$ cat src/rtl/bitwise_accum.sv
// Bitwise operator unit: single-beat word ops (a op b) or multi-beat accumulation of a
// under a latched op, with a saturating beat counter and a valid/ready result hold.
module bitwise_accum #(
    parameter int unsigned WIDTH   = 32,
    parameter int unsigned COUNT_W = 8
) (
    input  logic               clk,
    input  logic               reset,
    input  logic               in_valid,
    output logic               in_ready,
    input  logic [WIDTH-1:0]   a,
    input  logic [WIDTH-1:0]   b,
    input  logic [1:0]         op,
    input  logic               mode,
    input  logic               in_last,
    output logic               out_valid,
    input  logic               out_ready,
    output logic [WIDTH-1:0]   y,
    output logic [COUNT_W-1:0] out_count,
    output logic               out_sat
);

    typedef enum logic [1:0] {StIdle, StAccum, StHold} state_t;

    localparam logic [COUNT_W-1:0] CountMax = '1;
    localparam logic [COUNT_W-1:0] CountOne = COUNT_W'(1);

    state_t             r_state, w_state_next;
    logic [WIDTH-1:0]   r_acc, w_acc_next;
    logic [WIDTH-1:0]   r_y, w_y_next;
    logic [1:0]         r_op, w_op_next;
    logic [COUNT_W-1:0] r_count, w_count_next;
    logic               r_sat, w_sat_next;
    logic               w_accept;
    logic [WIDTH-1:0]   w_acc_upd;

    function automatic logic [WIDTH-1:0] f_apply(input logic [1:0] f_op,
                                                 input logic [WIDTH-1:0] f_x,
                                                 input logic [WIDTH-1:0] f_z);
        logic [WIDTH-1:0] res;
        case (f_op)
            2'b00:   res = f_x & f_z;
            2'b01:   res = f_x | f_z;
            2'b10:   res = f_x ^ f_z;
            default: res = ~(f_x | f_z);
        endcase
        return res;
    endfunction

    assign in_ready  = (r_state != StHold);
    assign out_valid = (r_state == StHold);
    assign w_accept  = in_valid & in_ready;
    assign w_acc_upd = f_apply(r_op, r_acc, a);
    assign y         = r_y;
    assign out_count = r_count;
    assign out_sat   = r_sat;

    always_comb begin
        w_state_next = r_state;
        w_acc_next   = r_acc;
        w_y_next     = r_y;
        w_op_next    = r_op;
        w_count_next = r_count;
        w_sat_next   = r_sat;
        case (r_state)
            StIdle: begin
                if (w_accept) begin
                    w_count_next = CountOne;
                    w_sat_next   = 1'b0;
                    if (!mode) begin
                        w_y_next     = f_apply(op, a, b);
                        w_state_next = StHold;
                    end else begin
                        w_acc_next   = a;
                        w_op_next    = op;
                        w_y_next     = a;
                        w_state_next = in_last ? StHold : StAccum;
                    end
                end
            end
            StAccum: begin
                // b, op and mode are ignored mid-burst; the op latched on the first beat rules.
                if (w_accept) begin
                    w_acc_next = w_acc_upd;
                    if (r_count == CountMax) begin
                        w_sat_next = 1'b1;
                    end else begin
                        w_count_next = r_count + CountOne;
                    end
                    if (in_last) begin
                        w_y_next     = w_acc_upd;
                        w_state_next = StHold;
                    end
                end
            end
            StHold: begin
                if (out_ready) begin
                    w_state_next = StIdle;
                end
            end
            default: w_state_next = StIdle;
        endcase
    end

    always_ff @(posedge clk or posedge reset) begin
        if (reset) begin
            r_state <= StIdle;
            r_acc   <= '0;
            r_y     <= '0;
            r_op    <= 2'b00;
            r_count <= '0;
            r_sat   <= 1'b0;
        end else begin
            r_state <= w_state_next;
            r_acc   <= w_acc_next;
            r_y     <= w_y_next;
            r_op    <= w_op_next;
            r_count <= w_count_next;
            r_sat   <= w_sat_next;
        end
    end

endmodule

$ cat config.mk
export PLATFORM = sky130hd
export DESIGN_NAME = bitwise_accum
export DESIGN_NICKNAME = d
export VERILOG_FILES = /design/src/rtl/bitwise_accum.sv
export SDC_FILE = /design/constraint.sdc
export NUM_CORES = 1
export LEC_CHECK = 0
export CELL_PAD_IN_SITES_DETAIL_PLACEMENT = 0
export CELL_PAD_IN_SITES_GLOBAL_PLACEMENT = 1
export CORE_MARGIN = 8
export CORE_UTILIZATION = 42
export CTS_CLUSTER_SIZE = 16
export DETAILED_ROUTE_END_ITERATION = 8
export GPL_TIMING_DRIVEN = 0
export PLACE_DENSITY_LB_ADDON = 0.1
export SLEW_MARGIN = 5
export SYNTH_ARGS = -nofsm -noshare
export SYNTH_HDL_FRONTEND = slang
export SYNTH_SLANG_ARGS = --single-unit
$ cat constraint.sdc
create_clock -name clk -period 3.1 [get_ports clk]
set_input_delay 0.62 -clock clk [delete_from_list [all_inputs] [get_ports clk]]
set_output_delay 0.62 -clock clk [all_outputs]
set_load 0.005 [all_outputs]
# == After elaboration in Yosys (flattened, before gate mapping) ==
# Cells that the tools add are included.
# totals
out_inout_bits,43
mem_count,0
wordCells,67
input_bits,72
register_bits,77
mem_bits_ro,0
ramBits,0
latch_bits,0
# op_classes
n_reduce_logical,10
muxes,26
magnitude_cmp,0
multipliers,0
shifts,0
add_sub_neg,1
n_bitwise,9
div_mod_pow,0
eq_ne,15
# ops
cell,n
32-bit two-way mux,7
32-bit case mux with 3 select lines,2
32-bit case mux with 2 select lines,2
32-bit bitwise AND,2
32-bit inverter,2
32-bit bitwise OR,2
32-bit bitwise XOR,2
8-bit two-way mux,3
4-bit AND reduction,5
8-bit case mux with 2 select lines,1
"2-bit inequality test, second input constant",7
2-bit two-way mux,6
"8-bit by 1-bit adder with 8-bit output, second input constant",1
"8-bit equality test, second input constant",1
"2-bit by 1-bit equality test with 1-bit output, second input constant",3
"2-bit equality test, second input constant",3
2-bit zero test,3
2-bit case mux with 3 select lines,1
1-bit two-way mux,3
3-bit AND reduction,1
"2-bit by 1-bit inequality test with 1-bit output, second input constant",1
1-bit case mux with 2 select lines,1
2-bit nonzero test,1
1-bit bitwise AND,1

# == Longest topological paths before layout ==
# Gate-level depths: netlist of the first run.
# depth
word_depth,6
depth_mapped,7
depth_no_buf,6

# == Worst setup path after synthesis of the first run ==
# No wires, ideal clock.
# synth_path
kind,input to register
from,in op[0]
to,reg r_y[14] (netlist: y[14])
t_required_ns,2.974
slack_ns,1.087
cell_stages,5
t_arrival_ns,1.886
setup_ns,0.126
cell_sequence,buf_2 > buf_2 > mux2_2 > a221o_1 > o32a_1
# synth_between
elab_chain_len,5
# synth_lines
item,line_no,rtl
from (decl),13,"input logic [1:0] op,"
2-bit equality test (tied with other cells),41,case (f_op)
32-bit case mux with 3 select lines *,41,
32-bit two-way mux *,70,if (!mode) begin
32-bit two-way mux *,67,if (w_accept) begin
32-bit case mux with 2 select lines *,65,case (r_state)
to (signal assigned),116,r_y <= w_y_next;
to (decl),30,"logic [WIDTH-1:0] r_y, w_y_next;"
# Every way passes the cells marked *; elsewhere a longest branch is shown, timed or not. The select of a mux whose other input is x is not followed.
# A chain may end at the register's enable or synchronous reset.

# == Final worst setup path of the first run ==
# layout_path
from,in in_valid
to,reg r_y[0] (netlist: y[0])
# layout_between
elab_chain_len,3
# layout_lines
item,line_no,rtl
from (decl),9,"input logic in_valid,"
1-bit bitwise AND *,52,assign w_accept = in_valid & in_ready;
2-bit inequality test (no source line),n/a,
4-bit AND reduction (no source line) *,n/a,
# Every way passes the cells marked *; elsewhere a longest branch is shown, timed or not.

==> impl_results.html, run 1 <==
<table>
<tr><th>Metric</th><th>Value</th></tr>
<tr><th colspan="2">Detailed routing</th></tr>
<tr><td>Number of DRC violations after detailed-routing iteration 0</td><td>slightly above 400</td></tr>
<tr><td>1st-pass router iterations</td><td>5</td></tr>
<tr><td>Via count normalized by instance count</td><td>5.591</td></tr>
<tr><td>Vias</td><td>~6400</td></tr>
<tr><td>Per-cell routed wire length</td><td>between 20 and 25 µm</td></tr>
<tr><td>Wire length after detailed routing</td><td>roughly 23000 µm</td></tr>
<tr><td>DRC errors left</td><td>0</td></tr>
<tr><td>Final ANT Viol Nets</td><td>0</td></tr>
<tr><th colspan="2">Die</th></tr>
<tr><td>Die Area</td><td>around 0.022 mm²</td></tr>
<tr><td>I/O pin total</td><td>~120</td></tr>
<tr><td>Die Span Y</td><td>roughly 150 µm</td></tr>
<tr><td>Horizontal die dimension</td><td>around 150 µm</td></tr>
<tr><td>Initial cell density of the core</td><td>0.4244</td></tr>
<tr><td>Total number of placement rows</td><td>48</td></tr>
<tr><td>Core outline area</td><td>between 0.015 and 0.02 mm²</td></tr>
<tr><th colspan="2">Clock tree</th></tr>
<tr><td>Worst-case clock buffer depth</td><td>2</td></tr>
<tr><td>Clock-pin transition on the worst setup and hold timing paths</td><td>about 60 ps</td></tr>
<tr><td>Total number of clock tree sinks</td><td>77</td></tr>
<tr><td>Clock tree root driver cell</td><td>sky130_fd_sc_hd__clkbuf_16</td></tr>
<tr><td>Hold-fix buffer count after cts</td><td>0</td></tr>
<tr><td>CTS tree</td><td>done</td></tr>
<tr><td>Clock latency on the worst-skew pair</td><td>between 300 and 400 ps</td></tr>
<tr><td>Number of instances resized during post-cts repair</td><td>0</td></tr>
<tr><td>Setup Buffers After CTS</td><td>0</td></tr>
<tr><td>Total CTS buffers</td><td>9</td></tr>
<tr><td>H-Tree Level Count</td><td>3</td></tr>
<tr><th colspan="2">GRT</th></tr>
<tr><td>Largest net degree at the start of global routing</td><td>43</td></tr>
<tr><td>Global route total overflow</td><td>0</td></tr>
<tr><td>Initial antenna violation count</td><td>0</td></tr>
<tr><td>Via count of the first global-routing pass</td><td>6846</td></tr>
<tr><td>Global Route Usage Sum</td><td>0.2139</td></tr>
<tr><td>Wire length of the first global-routing pass</td><td>around 37000 µm</td></tr>
<tr><th colspan="2">Worst setup path</th></tr>
<tr><td>Category of the worst setup path launch point</td><td>input pin</td></tr>
<tr><td>Type of the worst setup path</td><td>input pin to flop</td></tr>
<tr><td>CP top delay family</td><td>buffers and inverters</td></tr>
<tr><td>Data required, critical path</td><td>about 3300 ps</td></tr>
<tr><td>Largest fanout on the critical path</td><td>10</td></tr>
<tr><td>Cell breakdown of the critical path</td><td>clkdlybuf4s50_1 &gt; nor2b_4 &gt; o21ai_2 &gt; clkbuf_1 &gt; a221o_1 &gt; o32a_1</td></tr>
<tr><td>Kind of end point of the critical path</td><td>flop</td></tr>
<tr><td>Critical path's largest stage delay</td><td>roughly 570 ps</td></tr>
<tr><td>Count of buffer and inverter cells on the critical path</td><td>2</td></tr>
<tr><td>CP arrival</td><td>2720 ps</td></tr>
<tr><td>CP max-delay cell</td><td>sky130_fd_sc_hd__clkdlybuf4s50_1</td></tr>
<tr><th colspan="2">Flow run</th></tr>
<tr><td>Max-capacitance violation count</td><td>0</td></tr>
<tr><th colspan="2">Timing</th></tr>
<tr><td>FMAX</td><td>between 300 and 400 MHz</td></tr>
<tr><td>Slew at the pin closest to its max-slew limit</td><td>942.4 ps</td></tr>
<tr><td>Rel. slew slack</td><td>0.3675</td></tr>
<tr><td>Final Hold Viols</td><td>0</td></tr>
<tr><td>Final Slew Violations</td><td>0</td></tr>
<tr><td>Final Cycle Share</td><td>0.8072</td></tr>
<tr><td>Total Negative Setup Slacks</td><td>0 ps</td></tr>
<tr><td>Shortest period the worst path allows</td><td>~2500 ps</td></tr>
<tr><td>Post-layout worst setup margin</td><td>597.8 ps</td></tr>
<tr><td># setup viols final</td><td>0</td></tr>
<tr><td>Unrepaired setup endpoints after global routing</td><td>no</td></tr>
<tr><td>Skew final</td><td>between 5 and 6 ps</td></tr>
<tr><th colspan="2">Synth</th></tr>
<tr><td>Main area contributors after synthesis</td><td>sky130_fd_sc_hd__dfrtp_1, sky130_fd_sc_hd__ha_1, sky130_fd_sc_hd__inv_1</td></tr>
<tr><td>Average instance area after synthesis</td><td>approximately 9 µm²</td></tr>
<tr><td>Largest area contributor in the netlist</td><td>sky130_fd_sc_hd__dfrtp_1</td></tr>
<tr><td>Sequential-to-total area share from yosys stat</td><td>0.2662</td></tr>
<tr><td>Distinct cells, synth</td><td>42</td></tr>
<tr><td>Post-synthesis instance total</td><td>about 800</td></tr>
<tr><td>Synthesized Nets</td><td>1000</td></tr>
<tr><td>Yosys warning total</td><td>0</td></tr>
<tr><td>Share of Yosys cell area claimed by the top area cell type</td><td>0.2662</td></tr>
<tr><td>Number of synthesized register bits</td><td>77</td></tr>
<tr><td>Area of the mapped netlist</td><td>0.007238 mm²</td></tr>
<tr><th colspan="2">Cells and area</th></tr>
<tr><td>Commonest cells after routing, fill and taps aside</td><td>sky130_fd_sc_hd__inv_1, sky130_fd_sc_hd__ha_1, sky130_fd_sc_hd__clkdlybuf4s50_1, sky130_fd_sc_hd__dfrtp_1, sky130_fd_sc_hd__mux2i_1</td></tr>
<tr><td>Area taken by flip-flops and latches</td><td>0.001927 mm²</td></tr>
<tr><td>Final non-filler cell area</td><td>slightly below 0.009 mm²</td></tr>
<tr><td>Fill cells</td><td>between 1500 and 2000</td></tr>
<tr><td>Area of combinational cells with multiple inputs</td><td>0.004559 mm²</td></tr>
<tr><td>Share of final-layout standard cells stronger than drive strength 1</td><td>0.07228</td></tr>
<tr><td>Diode insertion count for antenna repair</td><td>0</td></tr>
<tr><td># nets final</td><td>between 1000 and 1500</td></tr>
<tr><td>Signed area change from the synthesized netlist to the final layout</td><td>23.65%</td></tr>
<tr><th colspan="2">Place</th></tr>
<tr><td>Pre-CTS setup slack</td><td>around 270 ps</td></tr>
<tr><td>Number of input and output port buffers inserted</td><td>roughly 110</td></tr>
<tr><td>Placed inst area</td><td>approximately 0.0087 mm²</td></tr>
<tr><td>Final Wtd Congestion</td><td>around 0.82</td></tr>
<tr><td>Detailed placement HPWL</td><td>approximately 17000 µm</td></tr>
<tr><th colspan="2">Min path</th></tr>
<tr><td>Class of the tightest hold or removal check</td><td>flop to flop</td></tr>
<tr><th colspan="2">Power and ir drop</th></tr>
<tr><td>Leakage</td><td>roughly 4.4 nW</td></tr>
<tr><td>Max rail drop VDD</td><td>about 0.00034 V</td></tr>
<tr><td>Power density of the placed cells</td><td>about 590 mW/mm²</td></tr>
<tr><th colspan="2">Run status</th></tr>
<tr><td>Outcome</td><td>complete, no violations</td></tr>
</table>
-- synthesized netlist by cell type (all sizes together) --
library cell	number
o32a	27
nor3b	1
nor2b	5
a221o	27
o22a	2
buf	30
a41oi	1
o31ai	6
nor2	40
o21ai	39
nor3	4
nand2b	3
ha	129
xor2	34
or3b	1
and4	1
clkbuf	25
a21oi	34
nand3b	1
a2111oi	6
inv	130
nand2	30
nand4b	1
nand3	4
and3	1
xnor2	5
a211o	2
dfrtp	77
or3	1
a211oi	34
mux2	16
mux2i	45
a31oi	2
o22ai	33
or2	2
-- through the flow --
stage                 util  std cells  power (mW)  hold slack (ps)
CTS                 0.5247       1152       5.320            497.1
finish              0.5247       1152       5.279            488.2
floorplan                -        799       3.164            472.6
global placement    0.5066       1136       4.091            469.3
detailed placement  0.5084       1137       4.238            477.5
global route        0.5247       1152       5.656            520.5
-- layout make-up --
type	instances	share of cell area
Tap cell	225	0.03146
Multi-Input combinational cell	537	0.5094
Clock inverter	1	0.0005592
Clock buffer	14	0.03062
Inverter	130	0.05480
Sequential cell	77	0.2153
Timing Repair Buffer	113	0.1283
Buffer	55	0.02950
-- state kept, by name (all words and copies together), names as in the netlist --
| register | cells |
|---|---|
| out_sat | 1 |
| r_op | 2 |
| out_count | 8 |
| r_state | 2 |
| r_acc | 32 |
| y | 32 |
-- tightest hold or removal path, cell delays in order, from the launching register on --
cell	delay [ps]
sky130_fd_sc_hd__dfrtp_1	340
sky130_fd_sc_hd__nand2_1	50
sky130_fd_sc_hd__o31ai_1	60
-- where the power goes --
part,internal (mW),switching [mW],total (mW),leakage [nW]
combinational,1.27,1.33,2.60,3.32
sequential,1.38,0.247,1.63,0.888
clock,0.604,0.445,1.05,0.139
total,3.25,2.03,5.28,4.35
-- layer usage --
| layer | global-route usage | part of all wire | vias up |
|---|---|---|---|
| met5 | 0 | 0 | - |
| met4 | 0.07955 | 0.021 | 0 |
| met3 | 0.03753 | 0.044 | 33 |
| met2 | 0.3670 | 0.49 | 172 |
| met1 | 0.2623 | 0.45 | 3187 |
| li1 | - | - | 3049 |
-- cells by family after synthesis --
logic type,count (synthesis),share of synthesized area
compound gates,213,0.2107
buf+inv,185,0.1039
fa+ha+maj,129,0.2230
simple gates,95,0.06189
flops,77,0.2662
mux,61,0.08712
xor+xnor,39,0.04719
-- path summary, 6_finish.rpt --
path | end | slack, ps | cells past startpoint | startpoint
worst max-delay path | y[0] | 600 | 6 | in_valid
worst min-delay path | y[21] | 490 | 2 | y[21]
worst max register to register | r_acc[22] | 870 | 5 | r_state[0]
worst min register to register | y[21] | 490 | 2 | y[21]
max in group asynchronous | r_acc[16] | 1820 | 3 | reset
min in group asynchronous | r_state[1] | 670 | 2 | reset
Note: power is estimated with default switching activity, not from simulation.
==> run 2: changes to the inputs <==
--- a/config.mk
+++ b/config.mk
@@ -8,7 +8,7 @@
 export CELL_PAD_IN_SITES_DETAIL_PLACEMENT = 0
 export CELL_PAD_IN_SITES_GLOBAL_PLACEMENT = 1
 export CORE_MARGIN = 8
-export CORE_UTILIZATION = 42
+export CORE_UTILIZATION = 38
 export CTS_CLUSTER_SIZE = 16
 export DETAILED_ROUTE_END_ITERATION = 8
 export GPL_TIMING_DRIVEN = 0
==> constraint.sdc (replaced) <==
create_clock -name clk -period 2.1 [get_ports clk]
set_input_delay 0.42 -clock clk [delete_from_list [all_inputs] [get_ports clk]]
set_output_delay 0.42 -clock clk [all_outputs]
set_load 0.005 [all_outputs]
==> impl_results.html, run 2 (synthesis gave the netlist of run 1 again) <==
<table>
<tr><th>Metric</th><th>Value</th></tr>
<tr><th colspan="2">Clock tree</th></tr>
<tr><td>Total CTS buffers</td><td>9 (unchanged)</td></tr>
<tr><td>CTS tree</td><td>done</td></tr>
<tr><td>Clock latency on the worst-skew pair</td><td>350 ps (about the same)</td></tr>
<tr><td>Total number of clock tree sinks</td><td>77 (unchanged)</td></tr>
<tr><td>Hold-fix buffer count after cts</td><td>0 (unchanged)</td></tr>
<tr><td>H-Tree Level Count</td><td>3 (unchanged)</td></tr>
<tr><td>Clock tree root driver cell</td><td>sky130_fd_sc_hd__clkbuf_16</td></tr>
<tr><td>Clock-pin transition on the worst setup and hold timing paths</td><td>60 ps (about the same)</td></tr>
<tr><td>Worst-case clock buffer depth</td><td>2 (unchanged)</td></tr>
<tr><th colspan="2">GRT</th></tr>
<tr><td>Global Route met3 Usage</td><td>0.03083 (-0.006697)</td></tr>
<tr><td>Global Route Usage Sum</td><td>0.2003 (-0.01367)</td></tr>
<tr><td>Largest net degree at the start of global routing</td><td>33 (-23%)</td></tr>
<tr><td>Met2 layer usage reported by global route</td><td>0.3452 (-0.02177)</td></tr>
<tr><td>Wire length of the first global-routing pass</td><td>37670 µm (+2.0%)</td></tr>
<tr><td>Met1 track utilization from global routing</td><td>0.2495 (-0.01282)</td></tr>
<tr><td>Via count of the first global-routing pass</td><td>6841 (-0.073%)</td></tr>
<tr><td>Global-route layer with the greatest usage</td><td>met2</td></tr>
<tr><td>Initial antenna violation count</td><td>0 (unchanged)</td></tr>
<tr><td>Global route total overflow</td><td>0 (unchanged)</td></tr>
<tr><th colspan="2">Timing</th></tr>
<tr><td>Final Slew Violations</td><td>0 (unchanged)</td></tr>
<tr><td>Unrepaired setup endpoints after global routing</td><td>no</td></tr>
<tr><td>Final Cycle Share</td><td>0.9667</td></tr>
<tr><td>Shortest period the worst path allows</td><td>~2000 ps</td></tr>
<tr><td>Worst hold margin</td><td>477.8 ps (-10.38 ps)</td></tr>
<tr><td># setup viols final</td><td>0 (unchanged)</td></tr>
<tr><td>Rel. slew slack</td><td>0.4883 (+0.1208)</td></tr>
<tr><td>Final Hold Viols</td><td>0 (unchanged)</td></tr>
<tr><td>Slew at the pin closest to its max-slew limit</td><td>767.6 ps (-174.8 ps)</td></tr>
<tr><td>FMAX</td><td>~490 MHz</td></tr>
<tr><td>Skew final</td><td>8.201 ps (+2.406 ps)</td></tr>
<tr><th colspan="2">Detailed routing</th></tr>
<tr><td>1st-pass router iterations</td><td>6 (+1)</td></tr>
<tr><td>Number of DRC violations after detailed-routing iteration 0</td><td>406 (-1.2%)</td></tr>
<tr><td>Wire length after detailed routing</td><td>23340 µm (+0.90%)</td></tr>
<tr><td>DRC errors left</td><td>0 (unchanged)</td></tr>
<tr><td>Via count normalized by instance count</td><td>5.424 (-3.0%)</td></tr>
<tr><td>Final ANT Viol Nets</td><td>0 (unchanged)</td></tr>
<tr><td>Vias</td><td>6314 (-2.0%)</td></tr>
<tr><td>Per-cell routed wire length</td><td>20.05 µm (-0.14%)</td></tr>
<tr><th colspan="2">Die</th></tr>
<tr><td>Die Span Y</td><td>154.0 µm (+4.6%)</td></tr>
<tr><td>Die Area</td><td>0.02372 mm² (+9.4%)</td></tr>
<tr><td>Horizontal die dimension</td><td>154.0 µm (+4.6%)</td></tr>
<tr><td>Core outline area</td><td>0.01871 mm² (+9.7%)</td></tr>
<tr><td>I/O pin total</td><td>115 (unchanged)</td></tr>
<tr><td>Total number of placement rows</td><td>50 (+4.2%)</td></tr>
<tr><td>Initial cell density of the core</td><td>0.3870 (-0.03741)</td></tr>
<tr><th colspan="2">Worst setup path</th></tr>
<tr><td>R2r endpoint</td><td>y[17]</td></tr>
<tr><td>Largest fanout on the critical path</td><td>5 (-5)</td></tr>
<tr><td>Type of the worst setup path</td><td>input pin to flop</td></tr>
<tr><td>Worst reg-to-reg path cell count</td><td>7 (+2)</td></tr>
<tr><td>Data required, critical path</td><td>2330 ps (-990 ps)</td></tr>
<tr><td>Category of the worst setup path launch point</td><td>input pin</td></tr>
<tr><td>Start of the worst register-to-register path</td><td>r_state[0]</td></tr>
<tr><td>Kind of end point of the critical path</td><td>flop</td></tr>
<tr><td>CP arrival</td><td>2260 ps (-460 ps)</td></tr>
<tr><td>Register-to-Register Setup Slack</td><td>130 ps (-740 ps)</td></tr>
<tr><th colspan="2">Place</th></tr>
<tr><td>Cell Count Post-Placement</td><td>1147 (+0.88%)</td></tr>
<tr><td>Final Wtd Congestion</td><td>0.8290 (+1.6%)</td></tr>
<tr><td>Detailed placement HPWL</td><td>17370 µm (+3.8%)</td></tr>
<tr><td>Number of input and output port buffers inserted</td><td>112 (unchanged)</td></tr>
<tr><th colspan="2">Power and ir drop</th></tr>
<tr><td>Leakage</td><td>4.425 nW (+1.7%)</td></tr>
<tr><td>Max rail drop VDD</td><td>0.0005304 V (+58%)</td></tr>
<tr><td>Power density of the placed cells</td><td>908.3 mW/mm² (+54%)</td></tr>
<tr><th colspan="2">Flow run</th></tr>
<tr><td>Max-capacitance violation count</td><td>0 (unchanged)</td></tr>
<tr><th colspan="2">Min path</th></tr>
<tr><td>Class of the tightest hold or removal check</td><td>input pin to async pin</td></tr>
<tr><th colspan="2">Cells and area</th></tr>
<tr><td># nets final</td><td>1126 (+0.18%)</td></tr>
<tr><td>Fill cells</td><td>1773 (+15%)</td></tr>
<tr><td>Diode insertion count for antenna repair</td><td>0 (unchanged)</td></tr>
<tr><td>Commonest cells after routing, fill and taps aside</td><td>sky130_fd_sc_hd__inv_1, sky130_fd_sc_hd__ha_1, sky130_fd_sc_hd__clkdlybuf4s50_1, sky130_fd_sc_hd__dfrtp_1, sky130_fd_sc_hd__mux2i_1</td></tr>
<tr><td>Share of final-layout standard cells stronger than drive strength 1</td><td>0.08602 (+0.01375)</td></tr>
<tr><td>Signed area change from the synthesized netlist to the final layout</td><td>25.76%</td></tr>
<tr><td>Post-Layout Cell Count</td><td>1164 (+1.0%)</td></tr>
<tr><th colspan="2">Run status</th></tr>
<tr><td>Outcome</td><td>complete, no violations</td></tr>
</table>
[run 2: layer usage]
layer,vias up,wire length (µm),share of wire
met5,-,0,0
met2,116,11470,0.49
li1,3060,-,-
met1,3107,10620,0.45
met3,31,809,0.035
met4,0,444,0.019
[run 2: metrics by stage]
| step | util | total power [mW] | setup slack (ps) | cell area, µm² | setup TNS [ps] |
|---|---|---|---|---|---|
| floorplan | - | 4.671 | 287.5 | 7242 | 0 |
| global placement | 0.4627 | 6.050 | -503.8 | 8656 | -54890 |
| detailed placement | 0.4649 | 6.266 | -505.3 | 8696 | -24440 |
| CTS | 0.4856 | 8.346 | 28.45 | 9082 | 0 |
| global route | 0.4866 | 8.862 | 0.1988 | 9102 | 0 |
| finish | 0.4866 | 8.268 | 69.91 | 9102 | 0 |
[run 2: power by group]
part / switching [mW] / internal, mW
Combinational: 1.96 / 1.89
Sequential: 0.359 / 2.03
Clock: 0.712 / 1.32
Total: 3.03 / 5.24
[run 2: cell type report]
class / instances / area, µm² / area share
multi-input cells: 537 / 4564 / 0.5014
well taps: 234 / 292.8 / 0.03216
clock inverters: 6 / 133.9 / 0.01471
inverters: 130 / 491.7 / 0.05402
plain buffers: 55 / 285.3 / 0.03134
repair buffers: 115 / 1169 / 0.1284
flip-flops and latches: 77 / 1927 / 0.2117
clock buffers: 10 / 239.0 / 0.02625
[run 2: how the worst max path moves through the flow]
| stage | startpoint | endpoint | slack (ps) | cells past startpoint |
|---|---|---|---|---|
| detailed placement | in_valid | y[0] | -510 | 6 |
| global placement | in_valid | y[0] | -500 | 6 |
| finish | a[17] | y[17] | 70 | 6 |
| floorplan | op[0] | y[14] | 290 | 5 |
| CTS | r_state[1] | y[5] | 30 | 5 |
| global route | r_state[1] | out_valid | 0.2 | 4 |
[run 2: timing repair]
item	CTS	global route
endpoints found under the setup margin	43	38
buffers inserted	0	1
gates resized for setup	7	11
pin swaps	0	0
[run 2: critical path, cell delays in order]
cell and delay, ps:
sky130_fd_sc_hd__clkdlybuf4s50_1 570, sky130_fd_sc_hd__inv_1 100, sky130_fd_sc_hd__ha_1 290, sky130_fd_sc_hd__mux2_2 260
sky130_fd_sc_hd__a221o_1 320, sky130_fd_sc_hd__o32a_1 290
